### src/rtl/uart_tx_sched.sv
// Round-robin scheduler feeding one UART transmit engine.
// Handles launch, completion/timeout wait, inter-character gap and grant lock.
module uart_tx_sched #(
    parameter int NREQ  = 4,
    parameter int GAP_W = 8,
    parameter int TMO_W = 16
) (
    input  logic              clk,
    input  logic              rst,
    input  logic              enable,
    input  logic [NREQ-1:0]   req,
    input  logic [NREQ-1:0]   lock,
    input  logic [NREQ*8-1:0] data,
    output logic [NREQ-1:0]   ack,
    output logic [NREQ-1:0]   gnt,
    output logic              tx_start,
    output logic [7:0]        tx_data,
    input  logic              tx_busy,
    input  logic              tx_done,
    input  logic [GAP_W-1:0]  gap_cfg,
    input  logic [TMO_W-1:0]  tmo_cfg,
    output logic              timeout_err,
    output logic [7:0]        err_cnt,
    output logic [15:0]       char_cnt
);

    localparam int IW = (NREQ > 1) ? $clog2(NREQ) : 1;
    localparam logic [IW-1:0] LAST_RST = IW'(NREQ - 1);

    typedef enum logic [1:0] {IDLE, LAUNCH, WAIT, GAP} state_t;

    state_t           state_q, state_d;
    logic [IW-1:0]    owner_q, owner_d;
    logic [IW-1:0]    last_q, last_d;
    logic [TMO_W-1:0] tmr_q, tmr_d;
    logic [GAP_W-1:0] gap_q, gap_d;
    logic [7:0]       err_q, err_d;
    logic [15:0]      chr_q, chr_d;

    logic [IW-1:0]    win;
    logic [IW-1:0]    idx;
    logic             tmo_hit;
    logic             gap_end;
    logic             relaunch;

    // Walk offsets downward so the offset right after last_q is assigned last and wins.
    always_comb begin
        win = last_q;
        idx = last_q;
        for (int i = NREQ; i >= 1; i--) begin
            idx = IW'((int'(last_q) + i) % NREQ);
            if (req[idx]) win = idx;
        end
    end

    assign tmo_hit  = (tmo_cfg != '0) && (tmr_q == tmo_cfg - 1'b1);
    assign gap_end  = (gap_cfg == '0) || (gap_q >= gap_cfg - 1'b1);
    assign relaunch = lock[owner_q] & req[owner_q] & enable & ~tx_busy;

    always_ff @(posedge clk or posedge rst) begin
        if (rst) begin
            state_q <= IDLE;
            owner_q <= '0;
            last_q  <= LAST_RST;
            tmr_q   <= '0;
            gap_q   <= '0;
            err_q   <= '0;
            chr_q   <= '0;
        end else begin
            state_q <= state_d;
            owner_q <= owner_d;
            last_q  <= last_d;
            tmr_q   <= tmr_d;
            gap_q   <= gap_d;
            err_q   <= err_d;
            chr_q   <= chr_d;
        end
    end

    always_comb begin
        state_d = state_q;
        owner_d = owner_q;
        last_d  = last_q;
        tmr_d   = tmr_q;
        gap_d   = gap_q;
        err_d   = err_q;
        chr_d   = chr_q;
        unique case (state_q)
            IDLE: begin
                if (enable && !tx_busy && (|req)) begin
                    owner_d = win;
                    state_d = LAUNCH;
                end
            end
            LAUNCH: begin
                last_d  = owner_q;
                tmr_d   = '0;
                state_d = WAIT;
            end
            WAIT: begin
                if (tx_done) begin
                    chr_d   = chr_q + 16'd1;
                    gap_d   = '0;
                    state_d = GAP;
                end else if (tmo_hit) begin
                    if (err_q != 8'hFF) err_d = err_q + 8'd1;
                    gap_d   = '0;
                    state_d = GAP;
                end else begin
                    tmr_d = tmr_q + 1'b1;
                end
            end
            GAP: begin
                if (gap_end) begin
                    state_d = relaunch ? LAUNCH : IDLE;
                end else begin
                    gap_d = gap_q + 1'b1;
                end
            end
            default: state_d = IDLE;
        endcase
    end

    always_comb begin
        gnt         = '0;
        ack         = '0;
        tx_start    = 1'b0;
        tx_data     = 8'h00;
        timeout_err = 1'b0;
        if (state_q != IDLE) gnt[owner_q] = 1'b1;
        if (state_q == LAUNCH) begin
            tx_start     = 1'b1;
            ack[owner_q] = 1'b1;
            tx_data      = data[{owner_q, 3'b000} +: 8];
        end
        if ((state_q == WAIT) && !tx_done && tmo_hit) timeout_err = 1'b1;
    end

    assign err_cnt  = err_q;
    assign char_cnt = chr_q;

endmodule
### config.mk
export PLATFORM = sky130hd
export DESIGN_NAME = uart_tx_sched
export DESIGN_NICKNAME = d
export VERILOG_FILES = /design/src/rtl/uart_tx_sched.sv
export SDC_FILE = /design/constraint.sdc
export NUM_CORES = 1
export LEC_CHECK = 0
export ABC_AREA = 0
export BUFFER_PORTS_ARGS = -buffer_cell sky130_fd_sc_hd__buf_2
export CAP_MARGIN = 30
export CORE_ASPECT_RATIO = 2
export CORE_UTILIZATION = 48
export CTS_CLUSTER_DIAMETER = 40
export CTS_CLUSTER_SIZE = 40
export DETAILED_ROUTE_END_ITERATION = 16
export HOLD_SLACK_MARGIN = 0.12
export PLACE_DENSITY = 0.77
export SLEW_MARGIN = 0
export SYNTH_ARGS = -nofsm -noshare
export SYNTH_HDL_FRONTEND = slang
export SYNTH_SLANG_ARGS = --single-unit
export TNS_END_PERCENT = 10
### constraint.sdc
create_clock -name clk -period 2.7 [get_ports clk]
set_clock_uncertainty 0.05 [all_clocks]
set_input_delay 0 -clock clk [delete_from_list [all_inputs] [get_ports clk]]
set_output_delay 0 -clock clk [all_outputs]
set_load 0.01 [all_outputs]
; ---- Yosys cells after proc, flatten, opt, wreduce, memory -nomap -nowiden
; Index checks and enable logic that the tools add are counted.
; W data, S select, Z words.
[totals]
ff_bits = 54
inputBits = 69
output_inout_bits = 42
word_cells = 99
[classes]
addsub = 10
magnitude_cmp = 7
n_eq_ne = 11
shifts = 1
muxes = 36
bitwise = 5
n_reduce_logical = 22
[op_table]
columns = cell, count
row1 = $add A16 B1 Y16 const B, 2
row2 = $mux W16, 2
row3 = $mux W8, 4
row4 = $pmux W16 S2, 1
row5 = $shiftx A32 B6 Y8, 1
row6 = $add A8 B1 Y8 const B, 2
row7 = $eq A16 B16 Y1, 1
row8 = $mux W2, 8
row9 = $pmux W8 S2, 1
row10 = $reduce_bool A16 Y1, 1
row11 = $sub A16 B1 Y16 const B, 1
row12 = $lt A2 B3 Y1 const B, 5
row13 = $bmux W1 S2, 6
row14 = $mux W1, 10
row15 = $ne A2 B2 Y1 const B, 5
row16 = $reduce_and A3 Y1, 3
row17 = $ge A8 B8 Y1, 1
row18 = $logic_not A8 Y1, 1
row19 = $mux W4, 2
row20 = $ne A8 B8 Y1 const B, 1
row21 = $pmux W2 S4, 1
row22 = $sub A8 B1 Y8 const B, 1
row23 = $logic_and A1 B1 Y1, 6
row24 = $reduce_bool A2 Y1, 3
row25 = other kinds (15), 23

; ---- Depth between registers and ports, before layout
; Gate-level depths: netlist (run 1).
[logic_depth]
ltp_word = 8
depth_mapped = 13
depth_no_buf = 13

; ---- Least setup slack after synthesis (run 1)
; No wires, ideal clock.
[synth_path]
kind = input -> register
startpoint = in tmo_cfg[0]
endpoint = reg state_q[1]
setup_ns = 0.128
arrival_time_ns = 3.154
required_ns = 2.522
path_slack_ns = -0.631
cell_stages = 12
path_buffers = 2
cell_sequence = buf_2 -> inv_1 -> ha_1 -> or3b_4 -> or4_1 -> a22o_1 -> or4_4 -> nor4_4 -> buf_6 -> nor2_4 -> nor3_4 -> mux2_1
[synth_via]
elab_chain_cells = 5
word_cells_on_any_way = 6
cone_classes = add/sub: 1 / eq/ne: 2 / reduce/logical: 3
[synth_rtl]
columns = item, line
row1 = "start, declared", 21  ; input logic [TMO_W-1:0] tmo_cfg,
row2 = $sub A16 B1 Y16, 56  ; assign tmo_hit = (tmo_cfg != '0) && (tmr_q == tmo_cfg - 1'b1);
row3 = $eq A16 B16 Y1, 56
row4 = $logic_and A1 B1 Y1 *, 56
row5 = $ne A3 B3 Y1 (no line) *, --
row6 = $reduce_and A3 Y1 (no line) *, --
row7 = "end signal, assigned", 70  ; state_q <= state_d;
row8 = "end, declared", 32  ; state_t state_q, state_d;
; Mark *: on every way between the ends. The rest lies on a longest branch, timed or not.
; A chain may end at the register's enable or synchronous reset.

; ---- Final worst setup path (run 1)
[layout_path]
startpoint = reg tmr_q[2]
endpoint = reg state_q[1]
[layout_via]
elab_chain_cells = 4
[layout_rtl]
columns = item, line
row1 = "start, declared", 35  ; logic [TMO_W-1:0] tmr_q, tmr_d;
row2 = "start signal, assigned", 73  ; tmr_q <= tmr_d;
row3 = $eq A16 B16 Y1, 56
row4 = $logic_and A1 B1 Y1, 56
row5 = $ne A3 B3 Y1 (no line), --
row6 = $reduce_and A3 Y1 (no line), --
; Every way passes these cells.

==> results by group, run 1 <==
Setup path
  • R2r setup slk: -0.03 ns
  • Crit end category: register
  • Setup CP Type: register to register
  • Crit start category: register
  • Reg2reg start: tmr_q[2]
  • Worst r2r path cells: 8
  • CP max FO: 3
  • Worst EP required: 2.83 ns
  • R2r endpoint: state_q[1]
  • Critical path arrival: 2.86 ns

Power
  • Switching share of power: 0.3823
  • Pwr per Cell Area: 592.0 nW/µm²
  • Leak pwr: 2.605 nW
  • Combinational power share: 0.463
  • Sw power: 0.001233 W
  • Flop pwr share: 0.340
  • Pint: 0.001992 W
  • Peak VDD IR: 0.0006467 V
  • Clock power frac: 0.197

STA
  • Final Critical Period: 2.730 ns
  • Least-Margin Pin Slew: 0.7088 ns
  • Post-route setup slack: -0.03017 ns
  • Final setup viols: 4
  • Final TNS setup: -0.05865 ns
  • Final Slew Violations: 0
  • Worst slew margin: 0.5274
  • Hold_ws: 0.1753 ns
  • Final period util: 1.011
  • RSZ-0062 raised after global routing: true
  • Fin. Hold Viols: 0
  • Max Freq: 366.3 MHz

Synth
  • Post-synth top cells: 52 x dfrtp_1, 36 x nand2_1, 31 x o21ai_0, 31 x xnor2_1
  • Sequential cell area fraction in the yosys report: 0.3311
  • Post-synth EDFFs: 0
  • Mapped Cells: 445
  • Syn Area/Cell: 9.189 µm²
  • Biggest area consumer among synthesized cells: dfrtp_1
  • Ys async rst share: 1.000
  • Synth warn: 0
  • Post-synth top area share: 0.3182
  • Synthesized area: 4089 µm²
  • Top cells by area, synth: dfrtp_1 32%, xnor2_1 6.6%, ha_1 6.1%, mux4_2 4.4%, o21ai_0 3.8%
  • Most frequent cell after synthesis: dfrtp_1
  • Distinct cells, synth: 68
  • Synthesis-stage register bit count: 54
  • Synthesized Nets: 534
  • Top_reg_cell synth: dfrtp_1

Global route
  • Initial antenna violation count: 0
  • Global routing usage on met1: 0.2474
  • Met3 track demand over resource: 0.03621
  • Most used routing layer in global routing: met2
  • Global-route wire length before repair: 18450 µm
  • Largest net degree at the start of global routing: 26
  • GRT overflow: 0
  • Vias in the first global route: 4225
  • Met2 Use GR: 0.5172
  • Total track usage: 0.2659

Clock tree
  • TritonCTS clock tree: done
  • Worst skew pair latency: 0.29 ns
  • Root Driver: clkbuf_16
  • Longest Clk Path Bufs: 2
  • TritonCTS Buffers: 5
  • Reg clk slew, reported paths: 0.07 ns
  • H-Tree Depth: 2
  • Clk sinks: 54

Flow run
  • Max cap viols: 0

Floorplanning
  • Die Ht: 132.5 µm
  • Core area: 8292 µm²
  • Row count: 47
  • Die X: 67.27 µm
  • Die area: 8914 µm²
  • Initial core utilization: 0.4931
  • Ports: 111

Run status
  • Run status: complete, but fails checks
  • Failing checks: negative setup slack

Layout
  • Cell area after layout: 5449 µm²
  • Final #Nets: 698
  • Multi-input gate area: 2719 µm²
  • Sequential standard cell area: 1354 µm²
  • Syn-to-layout area delta: 33.26%
  • Share of cells above drive strength 1: 0.3639
  • Antenna diodes: 0
  • Layout Cells excl Fill: 708
  • Filler cell count: 682

Detailed routing
  • Routed wire length per instance: 16.13 µm
  • DR iter-0 viols: 149
  • WL final: 11420 µm
  • Post-route ant nets: 0
  • Pre-Repair DR Iteration Count: 4
  • Via Count: 4131
  • DRC viols: 0
  • Avg Vias per Cell: 5.835

Worst hold path
  • Hold Path Stages: 4
  • Tightest Hold Check Type: input port to register
  • Worst Hold Path EP: owner_q[1]
  • Worst hold start: enable

Placement
  • Placer congestion estimate: 0.8743
  • DP Worst Slack: -0.4074 ns
  • Hpwl dp: 8976 µm
  • IO buf count: 110
  • Placed cell count: 689
  • Placed cell area: 5114 µm²
==> how the worst max path moves through the flow <==
stage                     slack, ns  cells after the start       start    endpoint
final                         -0.03                      8    tmr_q[2]  state_q[1]
after global routing          -0.16                      9   tmr_q[15]    gap_q[3]
after CTS                     -0.08                      9    tmr_q[8]    gap_q[3]
after detailed placement      -0.41                     10  tmo_cfg[0]    gap_q[3]
after global placement        -0.37                     12  tmo_cfg[1]   tmr_q[14]
after floorplan               -0.19                     11  tmo_cfg[0]  state_q[1]
==> area by class of cell <==
type / count / share of cell area
tap: 98 / 0.02250
sequential: 54 / 0.2485
timing repair buffer: 174 / 0.1933
clock inverter: 2 / 0.002526
multi-input combinational: 360 / 0.4990
clock buffer: 6 / 0.02365
inverter: 14 / 0.01056
==> worst max-delay path: stages, from the launching register on <==
cell	delay, ns
dfrtp_1	0.38
or3_1	0.36
a31o_2	0.26
or4_4	0.54
nor4_4	0.31
buf_4	0.19
nor2_4	0.05
nor3_4	0.16
mux2_4	0.31
==> metal layers <==
layer  part of all wire  vias to the layer above
li1                   -                     1974
met4              0.044                        0
met5                  0                        -
met2               0.58                      138
met1               0.34                     1982
met3              0.035                       37
==> layout by cell type (no fill, tap or decap), types with 12 or more instances in the layout <==
cell type / instances
buf_2: 110
buf_4: 56
dfrtp_1: 52
ha_1: 19
nand2_1: 36
nand3_1: 19
nand4_1: 13
nor2_1: 22
nor3_1: 12
o21ai_0: 20
xnor2_1: 30
==> timing repair <==
item,4_1_cts,5_1_grt
hold buffers,6,0
setup endpoints to repair,21,31
pin swaps,2,10
gates resized for setup,9,18
setup buffers,1,5
endpoints found under the hold margin,26,0
==> power groups by stage <==
stage	Sequential [W]	Clock, W	Combinational, W
floorplan	0.00105	0	0.000966
global placement	0.00110	0	0.00138
detailed placement	0.00111	0	0.00142
CTS	0.00110	0.000647	0.00148
global route	0.00112	0.000680	0.00164
finish	0.00110	0.000637	0.00149
==> metrics by stage <==
step,util,power (W)
after floorplan,-,0.002015
after global placement,0.6167,0.002477
after detailed placement,0.6167,0.002526
after CTS,0.6478,0.003222
after global routing,0.6572,0.003440
final,0.6572,0.003226
==> flip-flops by register name, summed over array words and instances, names as in the netlist <==
register  cells
err_cnt       8
state_q       2
gap_q         8
last_q        2
char_cnt     16
tmr_q        16
owner_q       2
==> kinds of logic (layout without fill, tap and decap cells) <==
family / count (synthesis) / in the layout / synth area share
fa+ha+maj: 20 / 20 / 0.06120
compound gates: 88 / 88 / 0.1405
flops: 54 / 54 / 0.3311
mux: 21 / 21 / 0.07742
xor+xnor: 43 / 43 / 0.09210
simple gates: 188 / 188 / 0.2656
buf+inv: 31 / 196 / 0.03213
No activity file was read; power rests on OpenSTA's default activity.
==> run 2, diff against run 1 <==
--- a/config.mk
+++ b/config.mk
@@ -9,13 +9,13 @@
 export BUFFER_PORTS_ARGS = -buffer_cell sky130_fd_sc_hd__buf_2
 export CAP_MARGIN = 30
 export CORE_ASPECT_RATIO = 2
-export CORE_UTILIZATION = 48
+export CORE_UTILIZATION = 58
 export CTS_CLUSTER_DIAMETER = 40
 export CTS_CLUSTER_SIZE = 40
 export DETAILED_ROUTE_END_ITERATION = 16
 export HOLD_SLACK_MARGIN = 0.12
-export PLACE_DENSITY = 0.77
-export SLEW_MARGIN = 0
+export PLACE_DENSITY = 0.87
+export SLEW_MARGIN = 10
 export SYNTH_ARGS = -nofsm -noshare
 export SYNTH_HDL_FRONTEND = slang
 export SYNTH_SLANG_ARGS = --single-unit
==> constraint.sdc (replaced) <==
create_clock -name clk -period 3.5 [get_ports clk]
set_clock_uncertainty 0.05 [all_clocks]
set_input_delay 0 -clock clk [delete_from_list [all_inputs] [get_ports clk]]
set_output_delay 0 -clock clk [all_outputs]
set_load 0.01 [all_outputs]
==> results by group, run 2 (synthesis results as in run 1) <==
Clock tree
  • H-Tree Depth: 2 (unchanged)
  • Post-CTS Resized: 0 (-9)
  • Reg clk slew, reported paths: 0.07 ns (about the same)
  • Clk sinks: 54 (unchanged)
  • Worst skew pair latency: 0.30 ns (about the same)
  • TritonCTS Buffers: 5 (unchanged)
  • TritonCTS clock tree: done
  • Longest Clk Path Bufs: 2 (unchanged)
  • Root Driver: clkbuf_16

Floorplanning
  • Core area: 6887 µm² (-17%)
  • Die Ht: 120.7 µm (-8.9%)
  • Die area: 7410 µm² (-17%)
  • Row count: 43 (-8.5%)
  • Die X: 61.37 µm (-8.8%)
  • Ports: 111 (unchanged)
  • Initial core utilization: 0.5938 (+0.1006)

STA
  • Fin. Hold Viols: 0 (unchanged)
  • RSZ-0062 raised after global routing: false
  • Least-Margin Pin Slew: 0.7591 ns (+0.05031 ns)
  • Worst slew margin: 0.4939 (-0.03354)
  • Final Slew Violations: 0 (unchanged)
  • Max Freq: 316.0 MHz
  • Final setup viols: 0 (-4)
  • Final TNS setup: 0 ns (+0.05865 ns)
  • Final Critical Period: 3.165 ns
  • Final period util: 0.9042

Layout
  • Commonest non-fill, non-tap cell in the layout: buf_2
  • Antenna diodes: 0 (unchanged)
  • Share of cells above drive strength 1: 0.2781 (-0.08586)
  • Syn-to-layout area delta: 21.57%
  • Core Util, Final: 0.7218 (+0.06468)
  • Final #Nets: 649 (-7.0%)
  • Most frequent cells in the layout: 110 x buf_2, 52 x dfrtp_1, 36 x nand2_1

Detailed routing
  • Post-route ant nets: 0 (unchanged)
  • Wire length on met2: 5931 µm (-10%)
  • Met1 wire length: 3775 µm (-4.1%)
  • Via Count: 4041 (-2.2%)
  • DR iter-0 viols: 194 (+30%)
  • DRC viols: 0 (unchanged)
  • Met3 wire length: 499 µm (+25%)
  • Top Layer Used: met4
  • Pre-Repair DR Iteration Count: 5 (+1)
  • Avg Vias per Cell: 6.207 (+6.4%)
  • Routed wire length per instance: 16.52 µm (+2.4%)
  • WL final: 10750 µm (-5.9%)

Power
  • Leak pwr: 2.340 nW (-10%)
  • Peak VDD IR: 0.0004054 V (-37%)
  • Pwr per Cell Area: 483.2 nW/µm² (-18%)

Setup path
  • CP max FO: 11 (+8)
  • Critical path arrival: 3.32 ns (+0.46 ns)
  • R2r setup slk: 0.37 ns (+0.40 ns)
  • Worst Setup SP: tmo_cfg[0]
  • Crit start category: input port
  • Crit end category: register
  • Critical Path End: gap_q[7]
  • Worst r2r path cells: 9 (+1)
  • R2r endpoint: gap_q[7]
  • Worst EP required: 3.65 ns (+0.82 ns)
  • Setup CP Type: input port to register
  • Reg2reg start: tmr_q[8]

Flow run
  • Max cap viols: 0 (unchanged)

Worst hold path
  • Tightest Hold Check Type: input port to async pin

Run status
  • Run status: finished, final reports clean

Placement
  • IO buf count: 110 (unchanged)
  • Placer congestion estimate: 0.9031 (+3.3%)
  • Hpwl dp: 8238 µm (-8.2%)

Global route
  • GRT overflow: 0 (unchanged)
  • Initial antenna violation count: 0 (unchanged)
  • Total track usage: 0.3144 (+0.04851)
  • Largest net degree at the start of global routing: 32 (+23%)
  • Global-route wire length before repair: 17440 µm (-5.5%)
  • Vias in the first global route: 3889 (-8.0%)
[run 2: final cells by class]
type                    count  area (µm²)
well taps                  90       112.6
clock inverters             2       16.27
inverters                  14       52.55
repair buffers            125       693.2
multi-input cells         360        2604
fillers                   557        1916
clock buffers               6       138.9
flip-flops and latches     54        1354
[run 2: metal layers]
metal	global-route usage	vias up
li1	-	1884
met1	0.3248	1945
met2	0.5543	165
met3	0.05882	47
met4	0.1875	0
met5	0	-
[run 2: metrics by stage]
| step | std cells | hold WS [ns] | area (µm²) | setup WS [ns] | power (W) |
|---|---|---|---|---|---|
| 6_report | 651 | 0.2257 | 4971 | 0.3352 | 0.002402 |
| 3_5_place_dp | 636 | 0.02722 | 4746 | 0.02737 | 0.001839 |
| 5_1_grt | 651 | 0.2807 | 4971 | 0.1471 | 0.002546 |
| 2_1_floorplan | 445 | 0.1290 | 4089 | 0.1685 | 0.001531 |
| 4_1_cts | 651 | 0.2465 | 4971 | 0.3551 | 0.002398 |
| 3_3_place_gp | 635 | 0.2883 | 4726 | 0.1780 | 0.001798 |
[run 2: what timing repair did]
item                                   4_1_cts  5_1_grt
buffers inserted                             0        0
endpoints found under the hold margin       55        0
hold buffers                                 7        0
[run 2: worst max-delay path, stage by stage]
cell and delay [ns]:
buf_2 0.15, inv_1 0.09, ha_1 0.17, or3b_4 0.40, or4_1 0.53, a22o_1 0.26
or4_4 0.56, nor4_4 0.25, buf_4 0.21, nand2b_2 0.22, nand3_2 0.17, o31ai_1 0.30
[run 2: power by group]
group          leakage (nW)  switching [W]  total (W)  internal, W
sequential            0.730       0.000168   0.000880     0.000711
clock                0.0735       0.000246   0.000535     0.000288
combinational          1.54       0.000522   0.000988     0.000466
[run 2: worst min-delay path by stage]
stage                  end  cells after the start    start
6_report          gap_q[1]                      3      rst
3_3_place_gp      gap_q[1]                      2      rst
2_1_floorplan  char_cnt[0]                      2  tx_done
5_1_grt           gap_q[1]                      3      rst
4_1_cts           gap_q[0]                      3      rst
3_5_place_dp      gap_q[0]                      2      rst
